[config.mk]
export PLATFORM = sky130hd
export DESIGN_NAME = return_stack
export DESIGN_NICKNAME = d
export VERILOG_FILES = /design/src/rtl/return_stack.sv
export SDC_FILE = /design/constraint.sdc
export NUM_CORES = 1
export LEC_CHECK = 0
export ABC_AREA = 1
export CAP_MARGIN = 0
export CORE_MARGIN = 2
export CORE_UTILIZATION = 25
export CTS_BUF_LIST = sky130_fd_sc_hd__clkbuf_8
export CTS_CLUSTER_DIAMETER = 100
export DETAILED_ROUTE_END_ITERATION = 12
export HOLD_SLACK_MARGIN = 0.06
export SLEW_MARGIN = 20
export SYNTH_ARGS = -nofsm -noshare
export SYNTH_HDL_FRONTEND = slang
export SYNTH_SLANG_ARGS = --single-unit
[constraint.sdc]
create_clock -name Clk -period 3.3 [get_ports Clk]
set_clock_uncertainty 0.05 [all_clocks]
set_input_delay 0.495 -clock Clk [delete_from_list [all_inputs] [get_ports Clk]]
set_output_delay 0.495 -clock Clk [all_outputs]
set_load 0.02 [all_outputs]
[src/rtl/return_stack.sv]
// return_stack -- hardware return-address stack for a PC sequencer.
//
// Parameters:
//   DataWidth    width of each stored return address
//   Depth        number of entries (power of two, >= 2)
//   OverflowMode push-when-full policy: 0 = refuse, 1 = wrap over oldest
//
// Ports:
//   Clk        rising-edge clock
//   Reset      asynchronous active-low reset
//   Push       push DIn this cycle
//   Pop        pop the top entry this cycle
//   DIn        address to push
//   ErrClr     clears the sticky Overflow/Underflow flags
//   DOut       current top of stack (zero when empty)
//   Count      number of valid entries, 0..Depth
//   Empty      Count == 0
//   Full       Count == Depth
//   Overflow   sticky: push attempted while full
//   Underflow  sticky: pop attempted while empty
module return_stack #(
    parameter int unsigned DataWidth    = 16,
    parameter int unsigned Depth        = 8,
    parameter int unsigned OverflowMode = 0
) (
    input  logic                       Clk,
    input  logic                       Reset,
    input  logic                       Push,
    input  logic                       Pop,
    input  logic [DataWidth-1:0]       DIn,
    input  logic                       ErrClr,
    output logic [DataWidth-1:0]       DOut,
    output logic [$clog2(Depth):0]     Count,
    output logic                       Empty,
    output logic                       Full,
    output logic                       Overflow,
    output logic                       Underflow
);

    localparam int unsigned PtrW = $clog2(Depth);
    localparam int unsigned CntW = PtrW + 1;
    localparam logic [CntW-1:0] FullCount = CntW'(Depth);

    logic [DataWidth-1:0] mem [Depth];

    logic [PtrW-1:0] sp;
    logic [PtrW-1:0] sp_nxt;
    logic [PtrW-1:0] top_idx;
    logic [PtrW-1:0] waddr;
    logic [CntW-1:0] cnt;
    logic [CntW-1:0] cnt_nxt;
    logic            we;
    logic            set_ov;
    logic            set_un;
    logic            ov_q;
    logic            un_q;

    assign Empty   = (cnt == '0);
    assign Full    = (cnt == FullCount);
    assign top_idx = sp - 1'b1;          // wraps modulo Depth
    assign DOut    = Empty ? '0 : mem[top_idx];
    assign Count   = cnt;
    assign Overflow  = ov_q;
    assign Underflow = un_q;

    always_comb begin
        we      = 1'b0;
        waddr   = sp;
        sp_nxt  = sp;
        cnt_nxt = cnt;
        set_ov  = 1'b0;
        set_un  = 1'b0;
        if (Push && Pop) begin
            if (Empty) begin
                // Nothing to pop: behave as a plain push, but flag it.
                we      = 1'b1;
                sp_nxt  = sp + 1'b1;
                cnt_nxt = cnt + 1'b1;
                set_un  = 1'b1;
            end else begin
                // Replace the top in place (tail-call style); depth unchanged.
                we    = 1'b1;
                waddr = top_idx;
            end
        end else if (Push) begin
            if (!Full) begin
                we      = 1'b1;
                sp_nxt  = sp + 1'b1;
                cnt_nxt = cnt + 1'b1;
            end else begin
                set_ov = 1'b1;
                if (OverflowMode == 1) begin
                    // Circular overwrite: the slot at SP holds the oldest entry.
                    we     = 1'b1;
                    sp_nxt = sp + 1'b1;
                end
            end
        end else if (Pop) begin
            if (!Empty) begin
                sp_nxt  = sp - 1'b1;
                cnt_nxt = cnt - 1'b1;
            end else begin
                set_un = 1'b1;
            end
        end
    end

    always_ff @(posedge Clk or negedge Reset) begin
        if (!Reset) begin
            sp   <= '0;
            cnt  <= '0;
            ov_q <= 1'b0;
            un_q <= 1'b0;
        end else begin
            sp   <= sp_nxt;
            cnt  <= cnt_nxt;
            // A setting event wins over a simultaneous clear.
            ov_q <= set_ov | (ov_q & ~ErrClr);
            un_q <= set_un | (un_q & ~ErrClr);
        end
    end

    // Storage is not reset; a write coinciding with reset is suppressed.
    always_ff @(posedge Clk) begin
        if (Reset && we) begin
            mem[waddr] <= DIn;
        end
    end

endmodule

==> impl_metrics.ini <==
[status]
status = finished, final reports clean

[synthesis]
yosysMostFrequentCell = nor2_1
ys_ff_latch = 137
synthCells = 560
yosysUniqueCellTypes = 22
yosys_warnings = 0
ys_async_sr_fraction = 0.0657
synth_area_um2 = 5970
syn_area_per_cell_um2 = 10.7
yosysSeqAreaShare = 0.682
synth_top_cell_by_area = edfxtp_1
synth_edf_count = 128
ys_top_cells_by_area = edfxtp_1 64%, nor2_1 11%, nand2_1 5.4%
netlist_top_cells_count = 173 x nor2_1, 128 x edfxtp_1, 86 x nand2_1, 41 x o21ai_0
yosys_most_used_dff = edfxtp_1
synth_top_area_share = 0.644
synth_nets = 585

[cts]
path_clk_slew_ps = 90
insertion_delay_ps = 440
tritoncts = yes
htreeDepth = 4
cts_root_buf = clkbuf_8
clockBufferDepth = 2
postCtsSetupBuffers = 0
cts_sinks = 137
cts_inserted_buffers = 17

[floorplan]
core_um2 = 23500
die_h_um = 158
start_util = 0.254
dieArea_um2 = 25100
die_w_um = 158
io-pin-count = 45
placementRows = 56

[grt]
grt_util_met1 = 0.139
gr-usage-all-layers = 0.107
grt_pass1_wl_mm = 20.2
grt_busiest_layer = met2
grt_use_met2 = 0.173
grt-ovfl-total = 0
grt_max_degree = 69
antenna_found_initial = 0
grt_pass1_vias = 3787
use_met3 = 0.0291

[power_and_ir_drop]
p_per_area_nw_per_um2 = 985
peakVddDrop_mv = 0.446
leakage_nw = 2.78

[worst_setup_path]
startpoint_type = register
criticalPathCategory = reg2out
cp_max_fo = 32
r2r_setup_slack_ps = 920
crit_arrival_ps = 2450
crit_path_end_kind = primary output
required_ps = 2750

[detailed_routing]
dr.pass1.iters = 4
viasPerCell = 4.23
ant_nets = 0
wire_per_inst_um = 13.7
num_vias = 4012
drt-initial-drc-count = 274
drcViolationCount = 0
routed_wl_mm = 13.0

[placement]
hpwl_mm = 8.00
gp_congestion = 0.772
portBuffers = 44

[timing]
finalMaxSlewViolations = 0
worstMarginPinSlew_ps = 676
slew_headroom = 0.550
finalCritPeriodShare = 0.909
whs_ps = 289
hold_viol_final = 0
tns_ps = 0
max_freq_mhz = 334
setup_violations = 0
min_period_ps = 3000
rsz0062_at_grt = no

[cells_and_area]
fill_cells = 2357
multi_input_area_um2 = 1630
area_delta_synth_final_pct = 20.6
nets = 641
diodes = 0
drive_gt1_frac = 0.102
seqCellArea_um2 = 4070

[flow_run]
max-cap-violations = 0

[worst_hold_path]
hold_path.class = in2async
==> sequential cells by signal, summed over array words and instances, names as in the netlist <==
| signal | cells |
|---|---|
| Underflow | 1 |
| Count | 4 |
| sp | 3 |
| mem | 128 |
| Overflow | 1 |
==> placed cells by master, fill, tap and decap left out, drive strengths merged <==
cell type / n
nor2: 174
edfxtp: 128
nand2: 89
o21ai: 69
nand3: 31
inv: 30
clkdlybuf4s50: 28
buf: 22
clkbuf: 17
dlymetal6s2s: 13
dfrtp: 9
ha: 4
nand4: 3
xor2: 3
dlygate4sd2: 3
clkinvlp: 2
clkinv: 2
o22ai: 1
xnor2: 1
==> path summary, 6_finish.rpt <==
kind,start,endpoint,cells past startpoint
setup / recovery,sp[1],DOut[4],10
hold / removal,Reset,Overflow,2
setup reg to reg,sp[1],mem[0][13],11
hold reg to reg,Underflow,Underflow,2
max in group asynchronous,Reset,sp[0],2
min in group Clk,Underflow,Underflow,2
==> layout make-up <==
cell class | instances | area share
Clock buffer | 17 | 0.0325
Timing Repair Buffer | 66 | 0.0887
Sequential cell | 137 | 0.566
Tap cell | 319 | 0.0555
Clock inverter | 15 | 0.0204
Multi-Input combinational cell | 375 | 0.227
Inverter | 19 | 0.00992
==> critical path: stages, from the launching register on <==
cell and delay, ps:
dfrtp_1 400, inv_1 90, ha_1 310, inv_1 40, buf_4 250, nor2_1 140
o21ai_1 70, nand3_1 120, nand2_1 50, nor2_1 170, dlygate4sd2_1 370
==> power breakdown <==
group          internal [mW]  total [mW]  switching [mW]
Clock                  0.562        1.29           0.733
Combinational           1.34        3.64            2.30
Sequential              2.06        2.15          0.0931
Total                   3.96        7.08            3.13
==> routing by layer <==
layer	vias to the layer above	wire length (µm)
met2	88	6090
met3	13	528
met4	0	179
met5	-	0
li1	2001	-
met1	1910	6160
==> through the flow <==
step	area (µm²)	setup slack, ps	utilization	instances	total power, mW
2_1_floorplan	5970	484	-	560	4.70
3_3_place_gp	6780	490	0.289	916	5.94
3_5_place_dp	6780	470	0.289	916	5.97
4_1_cts	7160	12.4	0.305	948	7.23
5_1_grt	7190	101	0.306	948	7.64
6_report	7190	302	0.306	948	7.08
==> logic make-up after synthesis <==
| group | synth area share |
|---|---|
| AND/OR/NAND/NOR | 0.201 |
| flip-flops | 0.682 |
| AO/OA/AOI/OAI | 0.0589 |
| buffers and inverters | 0.0443 |
| XOR/XNOR | 0.00587 |
| adder cells (fa/ha/maj) | 0.00839 |
==> what timing repair did <==
action	4_1_cts	5_1_grt
hold buffers	0	0
gates resized for setup	4	13
endpoints found under the setup margin	3	13
No activity file was read; power rests on OpenSTA's default activity.
==> RTL change 1, RTL diff (same flow settings) <==
Put one more register stage on the output `Count`. The value now appears one clock later. The other outputs are not delayed to match.
--- a/src/rtl/return_stack.sv
+++ b/src/rtl/return_stack.sv
@@ -60,5 +60,7 @@
     assign top_idx = sp - 1'b1;          // wraps modulo Depth
     assign DOut    = Empty ? '0 : mem[top_idx];
-    assign Count   = cnt;
+    always_ff @(posedge Clk) begin
+        Count <= cnt;
+    end
     assign Overflow  = ov_q;
     assign Underflow = un_q;
Formal check against the unedited RTL: not equivalent (Yosys sat finds a counterexample within 4 cycles, from zero or initial values and one cycle with Reset low).
==> RTL change 1 against the unedited design <==
Global-route usage rose by 0.076 points. Power up 3.0%. Sequential share of layout area increased by 0.38 points. Area after synthesis up 1.3%. Core utilization up 0.21 points. Via count increased by 0.40%. Cell area up 1.3%. Worst setup slack worse by 11 ps. Wire length is 2.3% higher. Sequential cell count increased by 4. First-iteration DRC count is 9.1% higher. Critical path type unchanged. Critical endpoint unchanged. Largest power group unchanged.
==> RTL change 1: results <==
{
  "status": "complete, no violations",
  "htree_levels": 4,
  "synthXorXnorAreaFrac_pct": 0.5795,
  "clockRootBuffer": "clkbuf_8",
  "synthFlopType": "edfxtp_1",
  "synth-compound-area-share_pct": 5.815,
  "worst_pin_slew_ps": 693.5,
  "worstHoldPathType": "input port to async pin",
  "max_stage_delay_ps": 390,
  "arrival_ps": 2460,
  "synthArstFlopShare_pct": 6.383,
  "n_antenna_cell": 0,
  "vias_per_cell": 4.240,
  "slowest_stage": "dfrtp_1",
  "place_hpwl_mm": 8.061,
  "top_regs": "mem: 128 flops, Count: 4 flops, cnt: 4 flops",
  "firstDrtPassIters": 4,
  "final_area_um2": 7284,
  "drive_gt1_share_pct": 9.509,
  "clkTransAtPathRegs_ps": 80,
  "synth_area_leaders": "edfxtp_1, nor2_1, nand2_1",
  "clk_path_buf_depth": 2,
  "nets": 645,
  "syn-num-nets": 589,
  "synthCells": 564,
  "grt_max_degree": 69,
  "synth.distinct_cells": 23,
  "grt.total_usage_pct": 10.80,
  "portBuffers": 44,
  "p_leak_nw": 2.777,
  "final_cells": 950,
  "r2r_start": "cnt[0]",
  "cp_top_family": "buffers and inverters",
  "wl_mm": 13.26,
  "final.fill_count": 2397,
  "dp.cells": 920,
  "dpl_cell_area_um2": 6872,
  "ir_drop_mv": 0.4623,
  "startpoint": "sp[1]",
  "gp_congestion": 0.7496,
  "synthMuxAreaShare_pct": 0,
  "antenna_found_initial": 0,
  "synth_fa_ha_area_share_pct": 0.8278,
  "grt_pass1_vias": 3804,
  "synth_edf_count": 128,
  "postCtsSetupRepairBufs": 0,
  "crit_fanout": 18,
  "sw_frac_of_total_pct": 41.84,
  "insertion_delay_ps": 430,
  "yosys_warnings": 0,
  "cts_made_buffers": 17,
  "synth_common_cells": "nor2_1, edfxtp_1, nand2_1",
  "dr.first_iter.drc_count": 299,
  "yosysSeqAreaShare_pct": 68.63,
  "grt_first_pass_wirelength_mm": 21.31
}
-- RTL change 1: changes by cell type in the layout (fill, tap and decap cells not counted), moves of 2 or more --
cell / unedited run / this run
dlymetal6s2s_1: 13 / 5
dfxtp_1: 0 / 4
dlygate4sd2_1: 3 / 11
bufinv_16: 0 / 4
clkinv_4: 1 / 3
inv_8: 4 / 0
clkinv_2: 0 / 3
inv_6: 7 / 0
-- RTL change 1: per-stage QoR --
| step | setup slack (ps) | hold WS (ps) |
|---|---|---|
| 3_3_place_gp | 464.3 | 388.7 |
| 5_1_grt | 1.256 | 313.2 |
| 6_report | 290.2 | 309.7 |
| 3_5_place_dp | 448.1 | 387.7 |
| 2_1_floorplan | 484.2 | 149.4 |
| 4_1_cts | 0.3999 | 281.3 |
-- RTL change 1: layout make-up --
type,instances,share of cell area (%)
Clock buffer,17,3.212
Clock inverter,13,2.422
Inverter,19,0.9790
Multi-Input combinational cell,375,22.42
Sequential cell,141,56.97
Tap cell,319,5.479
Timing Repair Buffer,66,8.519
-- RTL change 1: metal layers --
| layer | track usage [%] | wire, um | up-vias |
|---|---|---|---|
| li1 | - | - | 2009 |
| met1 | 14.47 | 6271 | 1905 |
| met2 | 16.77 | 6069 | 95 |
| met3 | 2.709 | 638 | 19 |
| met4 | 4.298 | 284 | 0 |
| met5 | 0 | 0 | - |
-- RTL change 1: power by group through the flow --
stage          clock, W  combinational, W  sequential, W
2_1_floorplan         0           0.00250        0.00228
3_3_place_gp          0           0.00385        0.00226
3_5_place_dp          0           0.00386        0.00227
4_1_cts         0.00147           0.00373        0.00223
5_1_grt         0.00153           0.00412        0.00225
6_report        0.00143           0.00364        0.00223
-- RTL change 1: final timing paths --
| kind | slack (ps) | depth (start not counted) | to |
|---|---|---|---|
| max in group asynchronous | 2720 | 2 | sp[0] |
| worst max register to register | 800 | 9 | mem[1][7] |
| worst max-delay path | 290 | 10 | DOut[4] |
| min in group Clk | 400 | 0 | Count[0] |
| worst min-delay path | 310 | 2 | cnt[2] |
| worst min register to register | 400 | 0 | Count[0] |
-- RTL change 1: repair_timing --
action	in CTS	in global routing
gates resized for setup	11	6
hold endpoints to repair	0	0
setup endpoints to repair	11	6
pin swaps	0	0
-- RTL change 1: kinds of logic (layout without fill, tap and decap cells) --
logic type	count (synthesis)	in the layout
buf+inv	48	115
flops	141	141
xor+xnor	4	4
fa+ha+maj	4	4
compound gates	70	70
simple gates	297	297
==> RTL change 2, RTL diff (same flow settings) <==
Without the edit above. Set the parameter `OverflowMode` to 1 (it was 0). Comments in the files are not updated.
--- a/src/rtl/return_stack.sv
+++ b/src/rtl/return_stack.sv
@@ -22,5 +22,5 @@
     parameter int unsigned DataWidth    = 16,
     parameter int unsigned Depth        = 8,
-    parameter int unsigned OverflowMode = 0
+    parameter int unsigned OverflowMode = 1
 ) (
     input  logic                       Clk,
Function: same outputs for any inputs over 4 cycles, from zero or initial values and one cycle with Reset low; that may be too few to reach the edited logic, so the function may still have changed.
==> RTL change 2 against the unedited design <==
Cell area up 4.3%. Sequential cell count unchanged. Area after synthesis up 3.5%. Power rose by 6.6%. Worst setup slack got worse by 140 ps. Wire length up 7.3%. Core utilization is 0.19 points higher. Fmax fell by 4.3%. Non-clock buffer count fell by 1. Critical path type unchanged. Largest cell class unchanged.
==> RTL change 2: results <==
{
  "final.fill_count": 2430,
  "whs_ps": 288.0,
  "grt_util_met2_pct": 17.34,
  "yosysSeqAreaShare_pct": 65.87,
  "reg2regPathDepth": 9,
  "p_int_w": 0.004309,
  "r2r_end": "mem[5][1]",
  "ir_drop_mv": 0.5861,
  "pre_cts_ws_ps": 423.1,
  "drive_gt1_share_pct": 10.23,
  "wl_mm": 13.91,
  "status": "complete, no violations",
  "synth.distinct_cells": 26,
  "p_leak_nw": 3.001,
  "synth_area_leaders": "edfxtp_1, nand2_1, nor2_1",
  "worst_pin_slew_ps": 399.9,
  "slowest_stage": "clkdlybuf4s50_1",
  "grt_first_pass_wirelength_mm": 21.47,
  "vias": 4136,
  "max_stage_delay_ps": 630,
  "syn-num-nets": 640,
  "grt.total_usage_pct": 10.91,
  "synth_common_cells": "nand2_1, nor2_1, edfxtp_1",
  "grt_max_degree": 83,
  "r2r_start": "Count[0]",
  "worst-r2r-setup-slack_ps": 940,
  "nets": 696,
  "grtUsageMet1_pct": 14.53
}
## RTL change 2: changes by cell type after synthesis, moves of 5 or more
cell | before | now
o21ai_0 | 41 | 21
nand2_1 | 86 | 140
inv_1 | 17 | 64
nor2_1 | 173 | 139
clkbuf_1 | 8 | 3
nand3_1 | 28 | 42
o21ai_1 | 28 | 14
## RTL change 2: worst max path at each step
stage                 to  cells past startpoint  slack (ps)  start
3_3_place_gp    DOut[15]                      9         420  sp[1]
4_1_cts         DOut[15]                      8           4  sp[1]
5_1_grt         DOut[13]                      9         0.2  sp[1]
2_1_floorplan  mem[6][0]                     11         520  sp[0]
6_report        DOut[14]                     10         170  sp[1]
3_5_place_dp    DOut[15]                      9         420  sp[1]
## RTL change 2: power groups by stage
stage / Sequential (W) / Clock [W] / Combinational (W)
floorplan: 0.00221 / 0 / 0.00253
detailed placement: 0.00220 / 0 / 0.00385
global placement: 0.00220 / 0 / 0.00383
CTS: 0.00216 / 0.00143 / 0.00389
global route: 0.00219 / 0.00150 / 0.00443
finish: 0.00217 / 0.00140 / 0.00399
## RTL change 2: kinds of logic (layout without fill, tap and decap cells)
family                   Yosys count  count (layout)  share of synthesized area (%)
AND/OR/NAND/NOR                  334             334                          22.40
AO/OA/AOI/OAI                     38              38                          3.180
XOR/XNOR                           6               6                         0.8509
adder cells (fa/ha/maj)            4               4                         0.8102
flip-flops                       137             137                          65.87
buffers and inverters             96             165                          6.887
## RTL change 2: routing by layer
layer,vias to the layer above,part of all wire (%),routed length (um)
li1,2106,-,-
met1,1925,48,6639
met2,94,47,6486
met3,11,4.6,639
met4,0,1.1,148
met5,-,0,0
## RTL change 2: through the flow
step                instance area [um2]  instances  power [W]
floorplan                          6177        615   0.004740
global route                       7498       1008   0.008114
CTS                                7446       1007   0.007488
detailed placement                 7042        975   0.006058
global placement                   7042        975   0.006031
finish                             7498       1008   0.007556
## RTL change 2: layout make-up
type	count	area [um2]	area share, %
Sequential cell	137	4070	54.28
Multi-Input combinational cell	382	1709	22.79
Timing Repair Buffer	65	656.9	8.760
Tap cell	324	405.4	5.406
Inverter	68	257.7	3.437
Clock buffer	17	234.0	3.120
Clock inverter	15	165.2	2.203
## RTL change 2: timing repair
action / CTS / global route
resized for setup: 2 / 4
endpoints found under the setup margin: 13 / 16
cloned: 0 / 1
endpoints found under the hold margin: 0 / 0
pin swaps: 0 / 0
